$ cat src/rtl/uart_pkg.sv
// Shared types and defaults for the UART receive path.
// Default FIFO depth, timeout length, entry layout and trigger-level encodings.
package uart_pkg;

    localparam int RX_FIFO_DEPTH    = 16;
    localparam int RX_TIMEOUT_TICKS = 4 * 10 * 16;
    localparam int RX_DATA_W        = 8;

    typedef struct packed {
        logic                 parity_err;
        logic                 frame_err;
        logic [RX_DATA_W-1:0] data;
    } rx_fifo_entry_t;

    typedef enum logic [1:0] {
        TRIG_ONE       = 2'b00,
        TRIG_QUARTER   = 2'b01,
        TRIG_HALF      = 2'b10,
        TRIG_NEAR_FULL = 2'b11
    } e_trig_lvl;

    function automatic int unsigned trig_level(input e_trig_lvl sel, input int unsigned depth);
        int unsigned lvl;
        case (sel)
            TRIG_ONE:       lvl = 1;
            TRIG_QUARTER:   lvl = depth / 4;
            TRIG_HALF:      lvl = depth / 2;
            TRIG_NEAR_FULL: lvl = depth - 2;
            default:        lvl = 1;
        endcase
        return lvl;
    endfunction

endpackage

$ cat src/rtl/uart_rx_fifo_timer.sv
// Character timeout for the receive FIFO: fires after TICKS idle baud ticks with data held.
// Built into uart_rx_fifo only when UART_RX_FIFO_TIMEOUT_EN is defined.
module uart_rx_fifo_timer
    import uart_pkg::*;
#(
    parameter int TICKS = RX_TIMEOUT_TICKS
) (
    input  logic i_clk,
    input  logic i_rst,
    input  logic i_baud,
    input  logic i_restart,
    input  logic i_active,
    output logic o_timeout
);

    localparam int            TW   = (TICKS > 1) ? $clog2(TICKS) : 1;
    localparam logic [TW-1:0] LOAD = TW'(TICKS - 1);

    logic [TW-1:0] remaining;

    // Down-counter: reaching zero on a tick is the TICKS-th idle tick.
    always_ff @(posedge i_clk) begin
        if (i_rst) begin
            remaining <= LOAD;
            o_timeout <= 1'b0;
        end else if (i_restart) begin
            remaining <= LOAD;
            o_timeout <= 1'b0;
        end else if (i_active && i_baud) begin
            if (remaining == '0) begin
                o_timeout <= 1'b1;
            end else begin
                remaining <= remaining - TW'(1);
            end
        end
    end

endmodule

$ cat src/rtl/uart_rx_fifo.sv
// UART receive FIFO: stores characters with frame/parity error bits, first-word-fall-through read.
// Optional character timeout enabled by defining UART_RX_FIFO_TIMEOUT_EN.
module uart_rx_fifo
    import uart_pkg::*;
#(
    parameter int DEPTH  = RX_FIFO_DEPTH,
    parameter int DATA_W = RX_DATA_W
`ifdef UART_RX_FIFO_TIMEOUT_EN
    ,
    parameter int TIMEOUT_TICKS = RX_TIMEOUT_TICKS
`endif
) (
    input  logic                     i_clk,
    input  logic                     i_rst,
    input  logic                     i_wr_en,
    input  logic [DATA_W-1:0]        i_wr_data,
    input  logic                     i_wr_frame_err,
    input  logic                     i_wr_parity_err,
    output logic                     o_full,
    input  logic                     i_rd_en,
    output logic [DATA_W-1:0]        o_rd_data,
    output logic                     o_rd_frame_err,
    output logic                     o_rd_parity_err,
    output logic                     o_empty,
    output logic [$clog2(DEPTH):0]   o_count,
    input  logic                     i_flush,
    input  logic [1:0]               i_trig_sel,
    output logic                     o_trig_irq,
    output logic                     o_err_pending,
    output logic                     o_overrun,
    input  logic                     i_ovr_clr
`ifdef UART_RX_FIFO_TIMEOUT_EN
    ,
    input  logic                     i_baud,
    output logic                     o_timeout
`endif
);

    localparam int PW = $clog2(DEPTH);
    localparam int CW = PW + 1;

    // Same layout as rx_fifo_entry_t, sized by this instance's DATA_W.
    typedef struct packed {
        logic              parity_err;
        logic              frame_err;
        logic [DATA_W-1:0] data;
    } entry_t;

    entry_t          mem [DEPTH];
    entry_t          head;
    entry_t          wr_entry;
    logic [PW-1:0]   wr_ptr;
    logic [PW-1:0]   rd_ptr;
    logic [CW-1:0]   count;
    logic [CW-1:0]   count_nxt;
    logic [CW-1:0]   err_cnt;
    logic [CW-1:0]   err_cnt_nxt;
    logic [CW-1:0]   trig_lvl;
    logic            push_ok;
    logic            pop_ok;
    logic            push_err;
    logic            pop_err;
    logic            ovr_set;

    always_comb begin
        o_full   = (count == CW'(DEPTH));
        o_empty  = (count == '0);
        head     = mem[rd_ptr];
        wr_entry = '{parity_err: i_wr_parity_err, frame_err: i_wr_frame_err, data: i_wr_data};

        // A full FIFO still accepts a push when the head leaves in the same cycle.
        pop_ok   = i_rd_en && !o_empty && !i_flush;
        push_ok  = i_wr_en && (!o_full || pop_ok) && !i_flush;
        ovr_set  = i_wr_en && o_full && !pop_ok && !i_flush;

        push_err = i_wr_frame_err | i_wr_parity_err;
        pop_err  = head.frame_err | head.parity_err;
        trig_lvl = CW'(trig_level(e_trig_lvl'(i_trig_sel), DEPTH));
    end

    always_comb begin
        count_nxt   = count;
        err_cnt_nxt = err_cnt;
        if (i_flush) begin
            count_nxt   = '0;
            err_cnt_nxt = '0;
        end else begin
            case ({push_ok, pop_ok})
                2'b10:   count_nxt = count + CW'(1);
                2'b01:   count_nxt = count - CW'(1);
                default: count_nxt = count;
            endcase
            case ({push_ok && push_err, pop_ok && pop_err})
                2'b10:   err_cnt_nxt = err_cnt + CW'(1);
                2'b01:   err_cnt_nxt = err_cnt - CW'(1);
                default: err_cnt_nxt = err_cnt;
            endcase
        end
    end

    always_ff @(posedge i_clk) begin
        if (push_ok) begin
            mem[wr_ptr] <= wr_entry;
        end
    end

    always_ff @(posedge i_clk) begin
        if (i_rst) begin
            wr_ptr     <= '0;
            rd_ptr     <= '0;
            count      <= '0;
            err_cnt    <= '0;
            o_trig_irq <= 1'b0;
            o_overrun  <= 1'b0;
        end else begin
            if (i_flush) begin
                wr_ptr <= '0;
                rd_ptr <= '0;
            end else begin
                if (push_ok) wr_ptr <= wr_ptr + PW'(1);
                if (pop_ok)  rd_ptr <= rd_ptr + PW'(1);
            end
            count      <= count_nxt;
            err_cnt    <= err_cnt_nxt;
            o_trig_irq <= (count_nxt >= trig_lvl);
            if (ovr_set) begin
                o_overrun <= 1'b1;
            end else if (i_ovr_clr) begin
                o_overrun <= 1'b0;
            end
        end
    end

    always_comb begin
        o_count         = count;
        o_err_pending   = (err_cnt != '0);
        o_rd_data       = o_empty ? '0   : head.data;
        o_rd_frame_err  = o_empty ? 1'b0 : head.frame_err;
        o_rd_parity_err = o_empty ? 1'b0 : head.parity_err;
    end

`ifdef UART_RX_FIFO_TIMEOUT_EN
    uart_rx_fifo_timer #(
        .TICKS (TIMEOUT_TICKS)
    ) u_timer (
        .i_clk     (i_clk),
        .i_rst     (i_rst),
        .i_baud    (i_baud),
        .i_restart (push_ok | pop_ok | i_flush | o_empty),
        .i_active  (!o_empty),
        .o_timeout (o_timeout)
    );
`endif

endmodule

$ cat config.mk
export PLATFORM = sky130hd
export DESIGN_NAME = uart_rx_fifo
export DESIGN_NICKNAME = d
export VERILOG_FILES = /design/src/rtl/uart_pkg.sv /design/src/rtl/uart_rx_fifo_timer.sv /design/src/rtl/uart_rx_fifo.sv
export SDC_FILE = /design/constraint.sdc
export NUM_CORES = 1
export LEC_CHECK = 0
export BUFFER_PORTS_ARGS = -buffer_cell sky130_fd_sc_hd__buf_2
export CAP_MARGIN = 30
export CORE_MARGIN = 2
export CORE_UTILIZATION = 35
export DETAILED_ROUTE_END_ITERATION = 6
export PLACE_DENSITY_LB_ADDON = 0.08
export SKIP_CTS_REPAIR_TIMING = 1
export SYNTH_ARGS = -nofsm -noshare
export SYNTH_HDL_FRONTEND = slang
export SYNTH_SLANG_ARGS = --single-unit
$ cat constraint.sdc
create_clock -name i_clk -period 9.7 [get_ports i_clk]
set_input_delay 1.455 -clock i_clk [delete_from_list [all_inputs] [get_ports i_clk]]
set_output_delay 1.455 -clock i_clk [all_outputs]
set_load 0.05 [all_outputs]
==> flow_summary.ini, run 1 <==
[pwr]
p_total_mw = 1.55
p_per_area_nw_per_um2 = 176
p_leak_nw = 2.98
switchingPower_uw = 322
switching_share_pct = 20.7
internal-power_mw = 1.23
seqPwrFrac_pct = 55.7
ir_drop_uv = 105
clkPwrFrac_pct = 40.5
comb_power_share_pct = 3.9

[sta]
hold_viol_final = 0
worst_pin_slew_ns = 0.929
clock-skew-final_ns = 0.0128
period_share_pct = 44.8
fmaxAchievable_mhz = 230
finalMaxSlewViolations = 0
setup_tns_ns = 0
maxSlewHeadroom_pct = 38.0
min_period_ns = 4.34
rsz0062_at_grt = false
setup_viol = 0
hold_slack_ns = 0.489

[clock_network]
cts_buffer_depth = 2
clk_latency_ns = 0.42
cts_inserted_buffers = 17
cts.htree.levels = 4
cts-root-buf = clkbuf_16
cts_tree = yes
numClockSinks = 184
cts.clk_slew.worst_paths_ns = 0.07

[drt]
wl_met1_um = 7340
met3WireLength_um = 585
drt_iter0_markers = 187
drcViolationCount = 0
routedWlPerCell_um = 21.7
vias = 3859
dr.pass1.iters = 4
wirelength_um = 16600
wl_met2_um = 8580
ant_nets = 0
top_layer_used = met4
viasPerCell = 5.03

[run]
maxCapViolCount = 0

[floorplanning]
io_pins = 38
fp.dieW_um = 153
die-area_um2 = 23400
fp-row-count = 54
core_um2 = 21800
die_h_um = 153
start_util_pct = 35.7

[logic_synthesis]
synth_warnings = 0
syn_inst = 424
async_reset_ff_share_pct = 0
syn_area_um2 = 7760
synth_edf_count = 160
yosys_register_bits = 184
synth.distinct_cells = 45
syn_nets = 459
synth_ff_type = edfxtp_1
syn-mean-instance-area_um2 = 18.3
ys_seq_area_share_pct = 68.1

[placed_design]
portBuffers = 37
place.gp.congestion = 0.748
placedCellCount = 735
dp_hpwl_um = 9910

[critical_path]
slowest_delay_ns = 0.66
cp_cell_sequence = buf_4 > mux4_1 > mux4_2 > nor2b_4 > buf_2
critPathTopFamily = multiplexers
crit_buf_inv = 2
cp.required_ns = 8.25
setup.worst_path.end_class = primary output
critPathMaxFanout = 40
critPathLaunchType = flip-flop
crit_arrival_ns = 2.89
cp_slowest_cell = mux4_1
critPathKind = flip-flop to primary output

[global_routing]
antenna_found_initial = 0
grt_pass1_wl_um = 25300
overflow = 0
grt_pass1_vias = 4120
grt_usage_pct = 15.0
grt_start_max_net_pins = 41

[finish]
layout_commonest_cell = edfxtp_1
antenna_cells = 0
fin_cells = 767
final_cell_mix = edfxtp_1, buf_2, nor2_1, mux4_2, dfxtp_1
synthToLayoutAreaGrowth_pct = 14.0
final_nets = 509
drive_gt1_share_pct = 27.1
nFillCells = 1998
fin_util_pct = 40.6

[min_path]
hp-class = flip-flop to flip-flop

[outcome]
status = finished clean
## metrics by stage
| stage | cell area [µm²] | worst slack, ns |
|---|---|---|
| 6_report | 8840 | 5.36 |
| 5_1_grt | 8840 | 5.21 |
| 4_1_cts | 8840 | 5.27 |
| 3_5_place_dp | 8310 | 5.25 |
| 3_3_place_gp | 8300 | 5.30 |
| 2_1_floorplan | 7760 | 5.39 |
## area by class of cell
type                       instances  area (µm²)  share of cell area [%]
clock buffer                      24         482                    5.45
clock inverter                     8        45.0                   0.510
inverter                          12        45.0                   0.510
multi-input combinational        205        2310                    26.1
sequential                       184        5290                    59.8
tap                              280         350                    3.96
timing repair buffer              54         320                    3.62
## kinds of logic (layout without fill, tap and decap cells)
group,Yosys count,count (layout),synth area share [%]
simple gates,88,88,6.50
buf+inv,35,98,2.47
mux,55,55,15.8
fa+ha+maj,17,17,2.84
compound gates,33,33,2.92
flops,184,184,68.1
xor+xnor,12,12,1.35
## tightest hold or removal path: stages, from the launching register on
cell and delay (ns):
dfxtp_1 0.32, nand2b_1 0.06, a21oi_1 0.06
## synth_stat cells (2+ instances only)
cell type	count	area [µm²]
edfxtp_1	160	4800
nor2_1	35	131
mux4_2	29	653
dfxtp_1	24	480
mux4_1	19	499
ha_1	16	200
a21oi_1	12	60.1
inv_1	12	45.0
clkbuf_1	11	41.3
nand2_1	11	41.3
nor2b_4	8	110
nor3_1	8	40.0
xor2_1	8	70.1
nand2b_1	7	43.8
a21o_1	5	37.5
buf_2	5	25.0
mux2i_1	5	50.1
xnor2_1	4	35.0
a22oi_1	3	22.5
and2_1	3	18.8
nand4_1	3	18.8
nor2b_1	3	18.8
o21ai_0	3	15.0
or3_1	3	18.8
buf_1	2	7.51
buf_6	2	22.5
buf_8	2	30.0
mux2_2	2	22.5
nor4_1	2	12.5
o21ai_1	2	10.0
## registers in the layout, indices dropped and copies added, names as in the netlist, named ones only
name,count
rd_ptr,4
o_trig_irq,1
o_overrun,1
err_cnt,5
wr_ptr,4
mem,160
o_count,5
## path summary, 6_finish.rpt
kind | from | end | slack [ns] | depth (start not counted)
setup / recovery | flip-flop | o_rd_data[7] | 5.36 | 5
hold / removal | o_overrun$_SDFFE_PP0P_ | o_overrun$_SDFFE_PP0P_ | 0.49 | 2
setup reg to reg | flip-flop | err_cnt[4]$_SDFFE_PP0P_ | 5.70 | 12
hold reg to reg | o_overrun$_SDFFE_PP0P_ | o_overrun$_SDFFE_PP0P_ | 0.49 | 2
## power by group through the flow
stage          Sequential, mW  Combinational, mW  Clock, mW
2_1_floorplan           0.883             0.0363          0
3_3_place_gp            0.881             0.0602          0
3_5_place_dp            0.882             0.0612          0
4_1_cts                 0.864             0.0613      0.645
5_1_grt                 0.864             0.0659      0.681
6_report                0.864             0.0598      0.628
## per-layer routing
layer	track usage (%)	vias up
met3	3.66	7
met1	19.5	2009
met4	3.88	0
met2	25.3	69
li1	-	1774
met5	0	-
Note: power is estimated with default switching activity, not from simulation.
==> inputs of run 2 (changes only) <==
Clock period 9.7 ns to 3.55 ns, I/O delays scaled along.
==> flow_summary.ini, run 2 (same netlist as run 1, synthesis figures left out) <==
[outcome]
status = finished clean

[sta]
fmaxAchievable_mhz = 301
period_share_pct = 93.6
setup_ws_ns = 0.226
finalMaxSlewViolations = 0
hold_slack_ns = 0.370
setup_viol = 0
maxSlewHeadroom_pct = 57.7
worst_pin_slew_ns = 0.634
min_period_ns = 3.32
hold_viol_final = 0
rsz0062_at_grt = false
setup_tns_ns = 0
clock-skew-final_ns = 0.00726

[pwr]
p_leak_nw = 3.10
switching_share_pct = 20.1
p_per_area_nw_per_um2 = 495
seqPwrFrac_pct = 52.8
switchingPower_uw = 896
internal-power_mw = 3.57
p_total_mw = 4.47
ir_drop_uv = 298
clkPwrFrac_pct = 43.4
comb_power_share_pct = 3.7

[run]
maxCapViolCount = 0

[finish]
largest_reg_flops = 160
final_nets = 523
antenna_cells = 0
final_cell_mix = edfxtp_1, buf_2, nor2_1, buf_4, mux4_2
top_register = mem
drive_gt1_share_pct = 30.1
nFillCells = 1975
layout_commonest_cell = edfxtp_1
synthToLayoutAreaGrowth_pct = 16.3
fin_util_pct = 41.5

[clock_network]
cts_tree = yes
cts_buffer_depth = 2
cts.clk_slew.worst_paths_ns = 0.07
cts-root-buf = clkbuf_16
cts_inserted_buffers = 17
clk_latency_ns = 0.42
cts.htree.levels = 4
numClockSinks = 184

[drt]
viasPerCell = 5.03
wirelength_um = 16900
ant_nets = 0
dr.pass1.iters = 4
drt_iter0_markers = 157
routedWlPerCell_um = 21.7
drcViolationCount = 0
vias = 3932

[global_routing]
grt_usage_pct = 15.0
overflow = 0
antenna_found_initial = 0
grt_pass1_vias = 4120
grt_pass1_wl_um = 25800
grt_start_max_net_pins = 18

[critical_path]
r2r_cells = 11
cp.required_ns = 3.02
r2r_slack_ns = 0.26
critPathLaunchType = flip-flop
critPathKind = flip-flop to primary output
crit_arrival_ns = 2.79
critPathMaxFanout = 16
worst_r2r_endpoint = err_cnt[4]$_SDFFE_PP0P_
setup.worst_path.end_class = primary output

[floorplanning]
start_util_pct = 35.7
fp-row-count = 54
fp.dieW_um = 153
io_pins = 38
core_um2 = 21800
die_h_um = 153
die-area_um2 = 23400

[placed_design]
place_ws_ns = 0.141
dp_hpwl_um = 10900
portBuffers = 37
place.gp.congestion = 0.796

[min_path]
min_from = i_rst
hold_end = o_count[2]$_SDFF_PP0_
hp-class = input port to flip-flop
holdPathStages = 2
-- run 2: final cells by class --
type	instances	area, µm²	share of cell area, %
Clock buffer	28	562	6.22
Clock inverter	4	51.3	0.568
Inverter	12	45.0	0.499
Multi-Input combinational cell	205	2300	25.5
Sequential cell	184	5290	58.7
Tap cell	280	350	3.88
Timing Repair Buffer	68	418	4.63
-- run 2: power groups by stage --
stage                     clock network, mW  logic [mW]  registers (mW)
final                                  1.94       0.167            2.36
after CTS                              1.99       0.172            2.36
after floorplan                           0      0.0992            2.41
after detailed placement                  0       0.172            2.41
after global routing                   2.07       0.185            2.36
after global placement                    0       0.167            2.41
-- run 2: per-layer routing --
| layer | global-route usage [%] | vias up | routed length (µm) |
|---|---|---|---|
| li1 | - | 1801 | - |
| met1 | 20.7 | 2066 | 8120 |
| met2 | 24.4 | 50 | 8240 |
| met3 | 2.72 | 15 | 355 |
| met4 | 4.81 | 0 | 223 |
| met5 | 0 | - | 0 |
-- run 2: critical path, stage by stage (launching register included) --
cell and delay [ns]:
dfxtp_4 0.46, buf_4 0.35, mux4_1 0.65, mux4_2 0.53, nor2b_4 0.15, buf_2 0.22
-- run 2: worst max path at each step --
stage / startpoint / depth (start not counted) / to / slack (ns)
detailed placement: flip-flop / 11 / err_cnt[4]$_SDFFE_PP0P_ / 0.14
floorplan: o_count[0]$_SDFF_PP0_ / 16 / o_trig_irq$_SDFF_PP0_ / 0.03
CTS: flip-flop / 5 / o_rd_data[7] / 0.05
finish: flip-flop / 5 / o_rd_data[7] / 0.23
global placement: flip-flop / 11 / err_cnt[4]$_SDFFE_PP0P_ / 0.24
global route: flip-flop / 11 / err_cnt[4]$_SDFFE_PP0P_ / 0.02
-- run 2: per-stage QoR --
| step | area (µm²) | std cells |
|---|---|---|
| after floorplan | 7760 | 424 |
| after global placement | 8400 | 749 |
| after detailed placement | 8400 | 749 |
| after CTS | 9020 | 781 |
| after global routing | 9020 | 781 |
| final | 9020 | 781 |
